`config.mk`:
```
export PLATFORM = sky130hd
export DESIGN_NAME = vram_scheduler
export DESIGN_NICKNAME = d
export VERILOG_FILES = /design/src/rtl/vram_scheduler.sv
export SDC_FILE = /design/constraint.sdc
export NUM_CORES = 1
export LEC_CHECK = 0
export CAP_MARGIN = 20
export CORE_ASPECT_RATIO = 1.5
export CORE_MARGIN = 2
export CORE_UTILIZATION = 55
export CTS_CLUSTER_DIAMETER = 30
export DETAILED_ROUTE_END_ITERATION = 7
export DONT_BUFFER_PORTS = 1
export GPL_ROUTABILITY_DRIVEN = 0
export GPL_TIMING_DRIVEN = 0
export HOLD_SLACK_MARGIN = 0.03
export PLACE_DENSITY_LB_ADDON = 0.12
export SYNTH_ARGS = -nofsm -noshare
export SYNTH_HDL_FRONTEND = slang
export SYNTH_SLANG_ARGS = --single-unit
```
`constraint.sdc`:
```
create_clock -name clk -period 6.6 [get_ports clk]
set_input_delay 1.32 -clock clk [delete_from_list [all_inputs] [get_ports clk]]
set_output_delay 1.32 -clock clk [all_outputs]
set_load 0.005 [all_outputs]
```
`src/rtl/vram_scheduler.sv`:
```
// vram_scheduler
//   Arbitrates one single-port VRAM between the display line fetch and a CPU.
//   At pixel FETCH_START of each line preceding a visible line, the next
//   line's WORDS_PER_LINE words are streamed into a double-banked line
//   buffer. Fetch has strict priority; the CPU is served when no fetch words
//   are outstanding. Every transaction returns to IDLE, giving at most one
//   word per two cycles.
// Ports:
//   clk, reset                  pixel clock, async active-high reset
//   vga_line, vga_pixel         counters from the timing generator
//   mem_req/we/addr/wdata       VRAM request (held stable until mem_ack)
//   mem_rdata, mem_ack          VRAM response (ack may coincide with req)
//   cpu_req/we/addr/wdata       CPU request, held until cpu_ack
//   cpu_rdata, cpu_ack          CPU read data and one-cycle completion
//   lb_we/bank/addr/wdata       line buffer write port
//   fetch_busy                  fetch words outstanding
//   fetch_overrun               sticky: trigger arrived mid-fetch
module vram_scheduler #(
  parameter int ADDR_W          = 16,
  parameter int DATA_W          = 16,
  parameter int WORDS_PER_LINE  = 80,
  parameter int LINE_STRIDE     = 80,
  parameter int BASE_ADDR       = 0,
  parameter int FETCH_START     = 640,
  parameter int VISIBLE_LINES   = 480,
  parameter int LINES_PER_FRAME = 525
) (
  input  logic              clk,
  input  logic              reset,
  input  logic [9:0]        vga_line,
  input  logic [9:0]        vga_pixel,
  output logic              mem_req,
  output logic              mem_we,
  output logic [ADDR_W-1:0] mem_addr,
  output logic [DATA_W-1:0] mem_wdata,
  input  logic [DATA_W-1:0] mem_rdata,
  input  logic              mem_ack,
  input  logic              cpu_req,
  input  logic              cpu_we,
  input  logic [ADDR_W-1:0] cpu_addr,
  input  logic [DATA_W-1:0] cpu_wdata,
  output logic [DATA_W-1:0] cpu_rdata,
  output logic              cpu_ack,
  output logic              lb_we,
  output logic              lb_bank,
  output logic [6:0]        lb_addr,
  output logic [DATA_W-1:0] lb_wdata,
  output logic              fetch_busy,
  output logic              fetch_overrun
);

  typedef enum logic [1:0] {IDLE, FETCH, CPU} state_t;

  state_t              state_q, state_d;
  logic [6:0]          cnt_q, cnt_d;        // next word index to fetch
  logic [9:0]          tgt_q, tgt_d;        // target line
  logic [6:0]          idx_q, idx_d;        // word index of the fetch in flight
  logic                stale_q, stale_d;    // in-flight fetch belongs to a superseded line
  logic                busy_q, busy_d;
  logic                ovr_q, ovr_d;
  logic                mem_req_q, mem_req_d;
  logic                mem_we_q, mem_we_d;
  logic [ADDR_W-1:0]   mem_addr_q, mem_addr_d;
  logic [DATA_W-1:0]   mem_wdata_q, mem_wdata_d;
  logic [DATA_W-1:0]   cpu_rdata_q, cpu_rdata_d;
  logic                cpu_ack_q, cpu_ack_d;
  logic                lb_we_q, lb_we_d;
  logic                lb_bank_q, lb_bank_d;
  logic [6:0]          lb_addr_q, lb_addr_d;
  logic [DATA_W-1:0]   lb_wdata_q, lb_wdata_d;

  logic                trig;
  logic [9:0]          trig_tgt;
  logic [31:0]         fetch_addr;

  always_comb begin
    trig     = 1'b0;
    trig_tgt = '0;
    if (vga_pixel == 10'(FETCH_START)) begin
      if (vga_line < 10'(VISIBLE_LINES - 1)) begin
        trig     = 1'b1;
        trig_tgt = vga_line + 10'd1;
      end else if (vga_line == 10'(LINES_PER_FRAME - 1)) begin
        trig     = 1'b1;
        trig_tgt = '0;
      end
    end
  end

  always_comb begin
    state_d     = state_q;
    cnt_d       = cnt_q;
    tgt_d       = tgt_q;
    idx_d       = idx_q;
    stale_d     = stale_q;
    busy_d      = busy_q;
    ovr_d       = ovr_q;
    mem_req_d   = mem_req_q;
    mem_we_d    = mem_we_q;
    mem_addr_d  = mem_addr_q;
    mem_wdata_d = mem_wdata_q;
    cpu_rdata_d = cpu_rdata_q;
    cpu_ack_d   = 1'b0;
    lb_we_d     = 1'b0;
    lb_bank_d   = lb_bank_q;
    lb_addr_d   = lb_addr_q;
    lb_wdata_d  = lb_wdata_q;

    // A trigger always restarts the line; anything still in flight is stale.
    if (trig) begin
      cnt_d     = '0;
      tgt_d     = trig_tgt;
      lb_bank_d = trig_tgt[0];
      busy_d    = 1'b1;
      if (busy_q) ovr_d = 1'b1;
      if (state_q == FETCH) stale_d = 1'b1;
    end

    // Address from post-trigger values so an IDLE->FETCH issue in a restart
    // cycle already targets the new line.
    fetch_addr = 32'(BASE_ADDR) + 32'(tgt_d) * 32'(LINE_STRIDE) + 32'(cnt_d);

    case (state_q)
      IDLE: begin
        if (busy_q) begin
          state_d    = FETCH;
          mem_req_d  = 1'b1;
          mem_we_d   = 1'b0;
          mem_addr_d = fetch_addr[ADDR_W-1:0];
          idx_d      = cnt_d;
          stale_d    = 1'b0;
        end else if (cpu_req && !cpu_ack_q) begin
          // cpu_req is still high in its ack cycle; don't reissue it.
          state_d     = CPU;
          mem_req_d   = 1'b1;
          mem_we_d    = cpu_we;
          mem_addr_d  = cpu_addr;
          mem_wdata_d = cpu_wdata;
        end
      end
      FETCH: begin
        if (mem_ack) begin
          state_d   = IDLE;
          mem_req_d = 1'b0;
          stale_d   = 1'b0;
          if (!trig && !stale_q) begin
            lb_we_d    = 1'b1;
            lb_addr_d  = idx_q;
            lb_wdata_d = mem_rdata;
            cnt_d      = cnt_q + 7'd1;
            if (cnt_q + 7'd1 == 7'(WORDS_PER_LINE)) busy_d = 1'b0;
          end
        end
      end
      CPU: begin
        if (mem_ack) begin
          state_d   = IDLE;
          mem_req_d = 1'b0;
          mem_we_d  = 1'b0;
          cpu_ack_d = 1'b1;
          if (!mem_we_q) cpu_rdata_d = mem_rdata;
        end
      end
      default: state_d = IDLE;
    endcase
  end

  always_ff @(posedge clk or posedge reset) begin
    if (reset) begin
      state_q     <= IDLE;
      cnt_q       <= '0;
      tgt_q       <= '0;
      idx_q       <= '0;
      stale_q     <= 1'b0;
      busy_q      <= 1'b0;
      ovr_q       <= 1'b0;
      mem_req_q   <= 1'b0;
      mem_we_q    <= 1'b0;
      mem_addr_q  <= '0;
      mem_wdata_q <= '0;
      cpu_rdata_q <= '0;
      cpu_ack_q   <= 1'b0;
      lb_we_q     <= 1'b0;
      lb_bank_q   <= 1'b0;
      lb_addr_q   <= '0;
      lb_wdata_q  <= '0;
    end else begin
      state_q     <= state_d;
      cnt_q       <= cnt_d;
      tgt_q       <= tgt_d;
      idx_q       <= idx_d;
      stale_q     <= stale_d;
      busy_q      <= busy_d;
      ovr_q       <= ovr_d;
      mem_req_q   <= mem_req_d;
      mem_we_q    <= mem_we_d;
      mem_addr_q  <= mem_addr_d;
      mem_wdata_q <= mem_wdata_d;
      cpu_rdata_q <= cpu_rdata_d;
      cpu_ack_q   <= cpu_ack_d;
      lb_we_q     <= lb_we_d;
      lb_bank_q   <= lb_bank_d;
      lb_addr_q   <= lb_addr_d;
      lb_wdata_q  <= lb_wdata_d;
    end
  end

  assign mem_req       = mem_req_q;
  assign mem_we        = mem_we_q;
  assign mem_addr      = mem_addr_q;
  assign mem_wdata     = mem_wdata_q;
  assign cpu_rdata     = cpu_rdata_q;
  assign cpu_ack       = cpu_ack_q;
  assign lb_we         = lb_we_q;
  assign lb_bank       = lb_bank_q;
  assign lb_addr       = lb_addr_q;
  assign lb_wdata      = lb_wdata_q;
  assign fetch_busy    = busy_q;
  assign fetch_overrun = ovr_q;

endmodule

```
-- Yosys cells after proc, flatten, opt, wreduce, memory -nomap -nowiden
Index checks and enable logic that the tools add are counted.
- add/sub/neg operators: 3
- multiply operators: 1
- divide/modulo/power cells: 0
- $lt $le $gt $ge: 1
- equality and inequality tests: 8
- shift-type cells: 0
- mux-type cells: 38
- bitwise logic cells: 2
- reduce and logical (&&, ||, !) cells: 19
- operator list (operator ; count):
    2-to-1 mux 16 bit ; 2
    2-to-1 mux 10 bit ; 3
    2-to-1 mux 7 bit ; 4
    2-to-1 mux 1 bit ; 22
    equality test 10 bit (second input constant) ; 2
    adder 16 x 7 -> 16 bit ; 1
    AND reduction 3 bit ; 5
    multiplier 10 x 3 -> 12 bit (second input constant) ; 1
    adder 10 x 1 -> 10 bit (second input constant) ; 1
    less-than comparator 10 x 9 -> 1 bit (second input constant) ; 1
    AND reduction 2 bit ; 4
    adder 7 x 1 -> 7 bit (second input constant) ; 1
    equality test 7 bit (second input constant) ; 1
    2-to-1 mux 2 bit ; 3
    case mux 1 bit (2 select lines) ; 3
    nonzero test 2 bit ; 3
    case mux 2 bit (2 select lines) ; 1
    zero test 1 bit ; 3
    inequality test 3 bit (second input constant) ; 1
    equality test 2 x 1 -> 1 bit (second input constant) ; 1
    equality test 2 bit (second input constant) ; 1
    logical AND 1 bit ; 2
    zero test 2 bit ; 1
    inequality test 2 x 1 -> 1 bit (second input constant) ; 1
    other kinds (3) ; 4
- register bits: 105
- latch bits: 0
- bits in writable memories: 0
- bits in read-only memories: 0
- bits of input ports: 73
- output and inout bits: 78
- logic and storage cells: 89
- memories: 0

-- Depth between registers and ports, before layout
- word-level depth: 9
- depth in mapped cells: 20
- depth with buffers taken out: 18

-- Worst setup path before layout
No wires, ideal clock.
- kind: input port to flip-flop
- start: input port vga_line[0]
- end: register mem_addr_q[14], in the netlist mem_addr[14]
- library setup time: 0.125 ns
- arrival time: 4.898 ns
- data required time: 6.475 ns
- slack: 1.577 ns
- stages on the path: 19
- buffers on the path: 2
- cell sequence: ha_1 and4_1 o31a_4 a21o_2 buf_6 clkbuf_1 nand2_1 o21ai_0 ha_1 ha_1 inv_1 fa_1 nand2b_1 a21oi_1 xor2_1 nand3_1 or3_1 nand4_1 nand3_1
- cells in the longest elaborated chain, start to end: 8
- elaborated cells between the ends (all ways): 13
- RTL lines (element ; RTL line ; text):
    start, declared ; 30 ; input logic [9:0] vga_line,
    branches (longest 4 deep; another with adder 10 x 1 -> 10 bit) ; - ;
    2-to-1 mux 10 bit * ; 110 ; if (trig) begin
    via tgt_d[1] ; 56 ; logic [9:0] tgt_q, tgt_d;
    multiplier 10 x 3 -> 12 bit * ; 121 ; fetch_addr = 32'(BASE_ADDR) + 32'(tgt_d) * 32'(LINE_STRIDE) + 32'(cnt_d);
    adder 16 x 7 -> 16 bit * ; 121 ;
    2-to-1 mux 16 bit * ; 125 ; if (busy_q) begin
    end signal, assigned ; 197 ; mem_addr_q <= mem_addr_d;
    end, declared ; 63 ; logic [ADDR_W-1:0] mem_addr_q, mem_addr_d;
Mark *: on every way through the listed nets, which the timed path passes.
A chain may end at the register's enable or synchronous reset.

-- Worst setup path in the final report
Ends and elaborated chain as after synthesis.

==> impl_metrics.json <==
{
  "layout_common_cells": "dfrtp_1 (105), mux2_2 (41), nand2_1 (41), nor2_1 (30), ha_1 (25)",
  "synth-edff-count": 0,
  "grt-ovfl-total": 0,
  "numClockSinks": 105,
  "yosysSeqAreaShare_pct": 50.06,
  "end_kind": "flop",
  "die_area_sq_um": 10360,
  "synth_top_family_by_area": "multiplexers",
  "hold_buffers": 0,
  "powerDensity_nw_per_um2": 360.0,
  "power_mw": 2.064,
  "leakage_nw": 2.600,
  "clockRootBuffer": "clkbuf_16",
  "ys_warn_count": 0,
  "track_usage_pct": 21.47,
  "drtPass1Iterations": 4,
  "hold_path_depth": 2,
  "whs_endpoint": "idx_q[0]$_DFFE_PP0P_",
  "crit_fanout": 10,
  "dr.first_iter.drc_count": 140,
  "cp.arrival_ps": 5420,
  "ant_nets": 0,
  "hpwl_um": 8394,
  "cts.repair.resized": 0,
  "synth_area_leader_cell": "dfrtp_1",
  "htree_num_levels": 3,
  "grt_max_degree": 67,
  "wire_per_inst_um": 18.69,
  "finalCriticalPeriod_ps": 5198,
  "nFillCells": 766,
  "startpoint_type": "input pin",
  "placementRows": 43,
  "tightest_slew_ps": 736.4,
  "final_common_cell": "dfrtp_1",
  "peakVddDrop_mv": 0.2663,
  "synth-compound-area-share_pct": 11.16,
  "crit_type": "input pin to flop",
  "antenna_found_initial": 0,
  "path_clk_slew_ps": 70,
  "cts_buffers": 9,
  "finClkSkew_ps": 4.225,
  "synth_ff_type": "dfrtp_1",
  "worstHoldStart": "idx_q[0]$_DFFE_PP0P_",
  "reg2reg_slack_ps": 3500,
  "via_per_inst": 5.875,
  "postSynthAreaPerCell_sq_um": 11.51,
  "start_util_pct": 56.72,
  "r2r_end": "mem_addr[14]$_DFFE_PP0P_",
  "vias": 3437,
  "ys_ff_latch": 105,
  "die_height_um": 123.6,
  "synth_area_leaders": "dfrtp_1 (50%), mux2_2 (8.8%), ha_1 (6.0%)",
  "grt_pass1_wl_um": 17470,
  "route.detailed.drc": 0,
  "setup_violations": 0,
  "synth.top_cell.area_share_pct": 50.06,
  "antenna_cells": 0,
  "final_cell_count_no_fill": 585,
  "ios": 151,
  "insertion_delay_ps": 340,
  "synthSimpleGateAreaFrac_pct": 11.85,
  "cp.required_ps": 6820,
  "io_buffer_count": 0,
  "fin_tns_setup_ps": 0,
  "cts_max_path_buffers": 2,
  "synth_xor_area_share_pct": 4.005,
  "syn_nets": 556,
  "synth_area_sq_um": 5249,
  "rsz0062_at_grt": "no",
  "synth.distinct_cells": 50,
  "syn_to_final_growth_pct": 9.201,
  "place_inst": 569,
  "cts_tree": "done",
  "cts_setup_buffers": 0,
  "hold_class": "flop to flop",
  "synth_async_sr_flop_share_pct": 100.0,
  "max_freq_ghz": 0.1924,
  "hold_viol_final": 0,
  "grt_pass1_vias": 3475,
  "outcome": "finished clean",
  "core_region_area_sq_um": 9254,
  "die_w_um": 83.77,
  "finalCritPeriodShare_pct": 78.75,
  "synthAdderAreaFrac_pct": 6.722,
  "timing.rr.start": "tgt_q[1]$_DFF_PP0_",
  "wirelength_um": 10930,
  "drive_gt1_share_pct": 18.60,
  "final_net_count": 568,
  "finalMaxSlewViolations": 0,
  "reg2reg_depth": 13,
  "synthCells": 456,
  "synthMuxAreaShare_pct": 13.66,
  "relSlewSlack_pct": 50.39,
  "cap_violations": 0
}
==> flip-flops by register name (all words and copies together), names as in the netlist, 2 cells and up <==
register and cells:
cnt_q 7, cpu_rdata 16, idx_q 7, lb_addr 7
lb_wdata 16, mem_addr 16, mem_wdata 16, state_q 2
tgt_q 10
==> power breakdown <==
group	internal [mW]	switching (mW)	total (mW)
sequential	0.878	0.186	1.06
combinational	0.253	0.194	0.447
clock	0.332	0.221	0.553
total	1.46	0.601	2.06
==> per-layer routing <==
layer  routed length, um  vias up  GRT usage [%]
met3                 810       13          7.621
met2                5898       92          38.65
met1                4042     1690          23.59
met4                 180        0          7.359
met5                   0        -              0
li1                    -     1642              -
==> cells by family (layout without fill, tap and decap cells) <==
group,count (synthesis),in the layout
adders and majority gates,27,27
AOI/OAI and AO/OA,89,89
muxes,58,58
buffers and inverters,29,46
DFF,105,105
xor gates and xnor gates,24,24
and+or+nand+nor,124,124
==> how the worst max path moves through the flow <==
stage	cells after the start	endpoint	from	slack, ps
finish	19	mem_addr[14]$_DFFE_PP0P_	vga_line[0]	1400
global route	19	mem_addr[14]$_DFFE_PP0P_	vga_line[0]	1030
CTS	19	mem_addr[14]$_DFFE_PP0P_	vga_line[0]	1380
detailed placement	19	mem_addr[14]$_DFFE_PP0P_	vga_line[0]	1030
global placement	19	mem_addr[14]$_DFFE_PP0P_	vga_line[0]	1100
floorplan	19	mem_addr[14]$_DFFE_PP0P_	vga_line[0]	1580
==> per-stage QoR <==
stage	cell area [sq um]	setup WS, ps	hold WS, ps	util [%]
CTS	5732	1384	482.6	61.94
detailed placement	5419	1027	467.2	58.56
global placement	5389	1104	457.4	58.23
global route	5732	1032	509.2	61.94
finish	5732	1402	474.5	61.94
floorplan	5249	1577	444.4	-
==> area by class of cell <==
type                            instances  area (sq um)  area share, %
Multi-Input combinational cell        322          2487          43.40
Timing Repair Buffer                    1         27.53         0.4802
Buffer                                 19         96.34          1.681
Clock buffer                           11         232.7          4.060
Sequential cell                       105          2628          45.84
Inverter                               10         40.04         0.6985
Tap cell                              112         140.1          2.445
Clock inverter                          5         80.08          1.397
==> cells in the mapped netlist (all sizes together), types with 3 or more instances <==
cell and number:
nor2 30, a21oi 21, nand4 4, inv 10, nor2b 6, dfrtp 105, o31ai 9, nor3 4
and2 5, o22ai 6, a22o 3, or3 3, a21o 7, clkbuf 12, xor2 12, nand3 9
o21ai 24, xnor2 12, a32o 4, nand2b 7, a31oi 4, buf 7, ha 25, o21a 3
mux2 58, nand2 41
==> critical path, cell delays in order <==
cell	delay (ps)
ha_1	210
and4_1	250
o31a_4	310
a21o_2	250
buf_6	160
clkbuf_1	230
nand2_1	120
o21ai_0	280
ha_1	410
ha_1	160
inv_1	50
fa_1	380
nand2b_1	180
a21oi_1	160
xor2_1	250
nand3_1	160
or3_1	340
nand4_1	100
nand3_1	70
(Power assumes the default switching activity.)
==> variant: new RTL, same settings <==
Change the parameter `DATA_W` from 16 to 24.
--- a/src/rtl/vram_scheduler.sv
+++ b/src/rtl/vram_scheduler.sv
@@ -17,7 +17,7 @@
 //   fetch_overrun               sticky: trigger arrived mid-fetch
 module vram_scheduler #(
   parameter int ADDR_W          = 16,
-  parameter int DATA_W          = 16,
+  parameter int DATA_W          = 24,
   parameter int WORDS_PER_LINE  = 80,
   parameter int LINE_STRIDE     = 80,
   parameter int BASE_ADDR       = 0,
Ports: changed (5 resized); port bits go from 151 to 191. The function was not compared with the original's and may differ.
==> variant against the original RTL <==
Sequential cell count is 24 higher; clock power is 61% higher; cell count is 16% higher; wire length is 23% higher; worst setup slack better by 0.028 ns; via count is 13% higher; clock skew is 0.0022 ns higher; design area is 19% higher; sequential share of layout area is 1.4 points higher; worst hold slack better by 0.018 ns; total power is 32% higher; synthesized area is 15% higher; critical endpoint is now mem_addr[15]; largest power group unchanged.
==> variant: results (changes against the original RTL) <==
Run status
  • Outcome: complete, no violations (unchanged)

Clock tree
  • CTS Root Cell: clkbuf_16 (unchanged)
  • TritonCTS Buffers: 17 (was 9)
  • CTS HTree Levels: 4 (was 3)
  • Skew-Pair Late Insertion Delay: 0.41 ns (was 0.34 ns)

Routing
  • Detailed Route WL: 13400 um (was 10900 um)
  • DRT iter0 DRCs: 177 (was 140)
  • DRT Pass-1 Iters: 4 (unchanged)
  • Vias: 3894 (was 3437)

Layout
  • Fill count: 821 (was 766)
  • Final net count: 637 (was 568)
  • Layout cell share with drive strength beyond 1: 12.2% (was 18.6%)

Synthesis
  • Multiplexer share of the synthesized area: 15.3% (was 13.7%)
  • Xor/xnor cell area share of the yosys netlist: 3.91% (was 4.00%)
  • Post-synthesis compound-gate area fraction: 9.61% (was 11.2%)
  • Synth top cells by count: dfrtp_1 (129), mux2_1 (67), nand2_1 (43), nor2_1 (30), ha_1 (25) (was dfrtp_1 (105), mux2_2 (41), nand2_1 (41), nor2_1 (30), ha_1 (25))
  • Syn nets: 617 (was 556)
  • Adder-cell share of the synthesized area: 5.83% (was 6.72%)
  • Ranking of synthesized cells by area: dfrtp_1 (53%), mux2_1 (12%), ha_1 (5.2%), mux2_2 (2.8%), nand2_1 (2.7%) (was dfrtp_1 (50%), mux2_2 (8.8%), ha_1 (6.0%), mux2_4 (4.9%), nand2_1 (2.9%))

Global route
  • Largest net degree at the start of global routing: 91 (was 67)
  • First-pass GRT wire length: 21300 um (was 17500 um)
  • Vias in the first global route: 4153 (was 3475)
  • Total track usage: 23.4% (was 21.5%)

Hold path
  • Hold path cells: 2 (unchanged)

STA
  • Layout Skew: 0.00647 ns (was 0.00423 ns)
  • Relative slew slack: 53.0% (was 50.4%)

Worst setup path
  • Critical path arrival: 5.46 ns (was 5.42 ns)
  • CP max-delay cell: fa_1 (was ha_1)
  • R2R depth: 13 (unchanged)
  • R2r endpoint: mem_addr[15] (was mem_addr[14])
  • Setup slack, reg-to-reg: 3.52 ns (was 3.50 ns)

Power
  • Lkg Pwr: 3.04 nW (was 2.60 nW)
  • Worst vdd ir: 0.000207 V (was 0.000266 V)
## variant: routing by layer
| metal | vias up | routed length [um] | global-route usage (%) |
|---|---|---|---|
| met2 | 148 | 7300 | 40.2 |
| met3 | 28 | 1020 | 9.11 |
| met1 | 1903 | 4720 | 25.2 |
| li1 | 1815 | - | - |
| met5 | - | 0 | 0 |
| met4 | 0 | 382 | 9.20 |
## variant: worst max-delay path, delay by kind of cell
kind | cells | cell delay [ns]
compound gates | 5 | 0.95
xor+xnor | 2 | 0.54
simple gates | 5 | 0.98
fa+ha+maj | 4 | 1.13
buf+inv | 3 | 0.51
## variant: through the flow
stage	instances	utilization, %	setup slack, ns	hold slack (ns)	area, um^2
floorplan	501	-	1.49	0.451	6050
global placement	645	58.5	0.718	0.465	6230
detailed placement	646	58.8	1.00	0.484	6260
CTS	678	64.1	1.41	0.498	6830
global route	678	64.1	1.11	0.520	6830
finish	678	64.1	1.43	0.493	6830
## variant: worst max path at each step
stage               depth (start not counted)            to   startpoint
CTS                                        19  mem_addr[15]  vga_line[0]
global placement                            1      tgt_q[4]        reset
finish                                     19  mem_addr[15]  vga_line[0]
global route                               19  mem_addr[15]  vga_line[0]
detailed placement                         19  mem_addr[15]  vga_line[0]
floorplan                                  19  mem_addr[15]  vga_line[0]
## variant: report_power, final
group          switching, mW  internal, mW  leakage, nW  total, mW
sequential             0.250          1.10         1.58       1.35
combinational          0.242         0.246         1.20      0.488
clock                  0.390         0.498        0.270      0.888
## variant: area by class of cell
type | count | area share, %
flip-flops and latches | 129 | 47.3
multi-input cells | 340 | 39.5
clock buffers | 17 | 6.23
well taps | 144 | 2.64
clock inverters | 15 | 2.02
plain buffers | 20 | 1.23
inverters | 12 | 0.733
repair buffers | 1 | 0.403
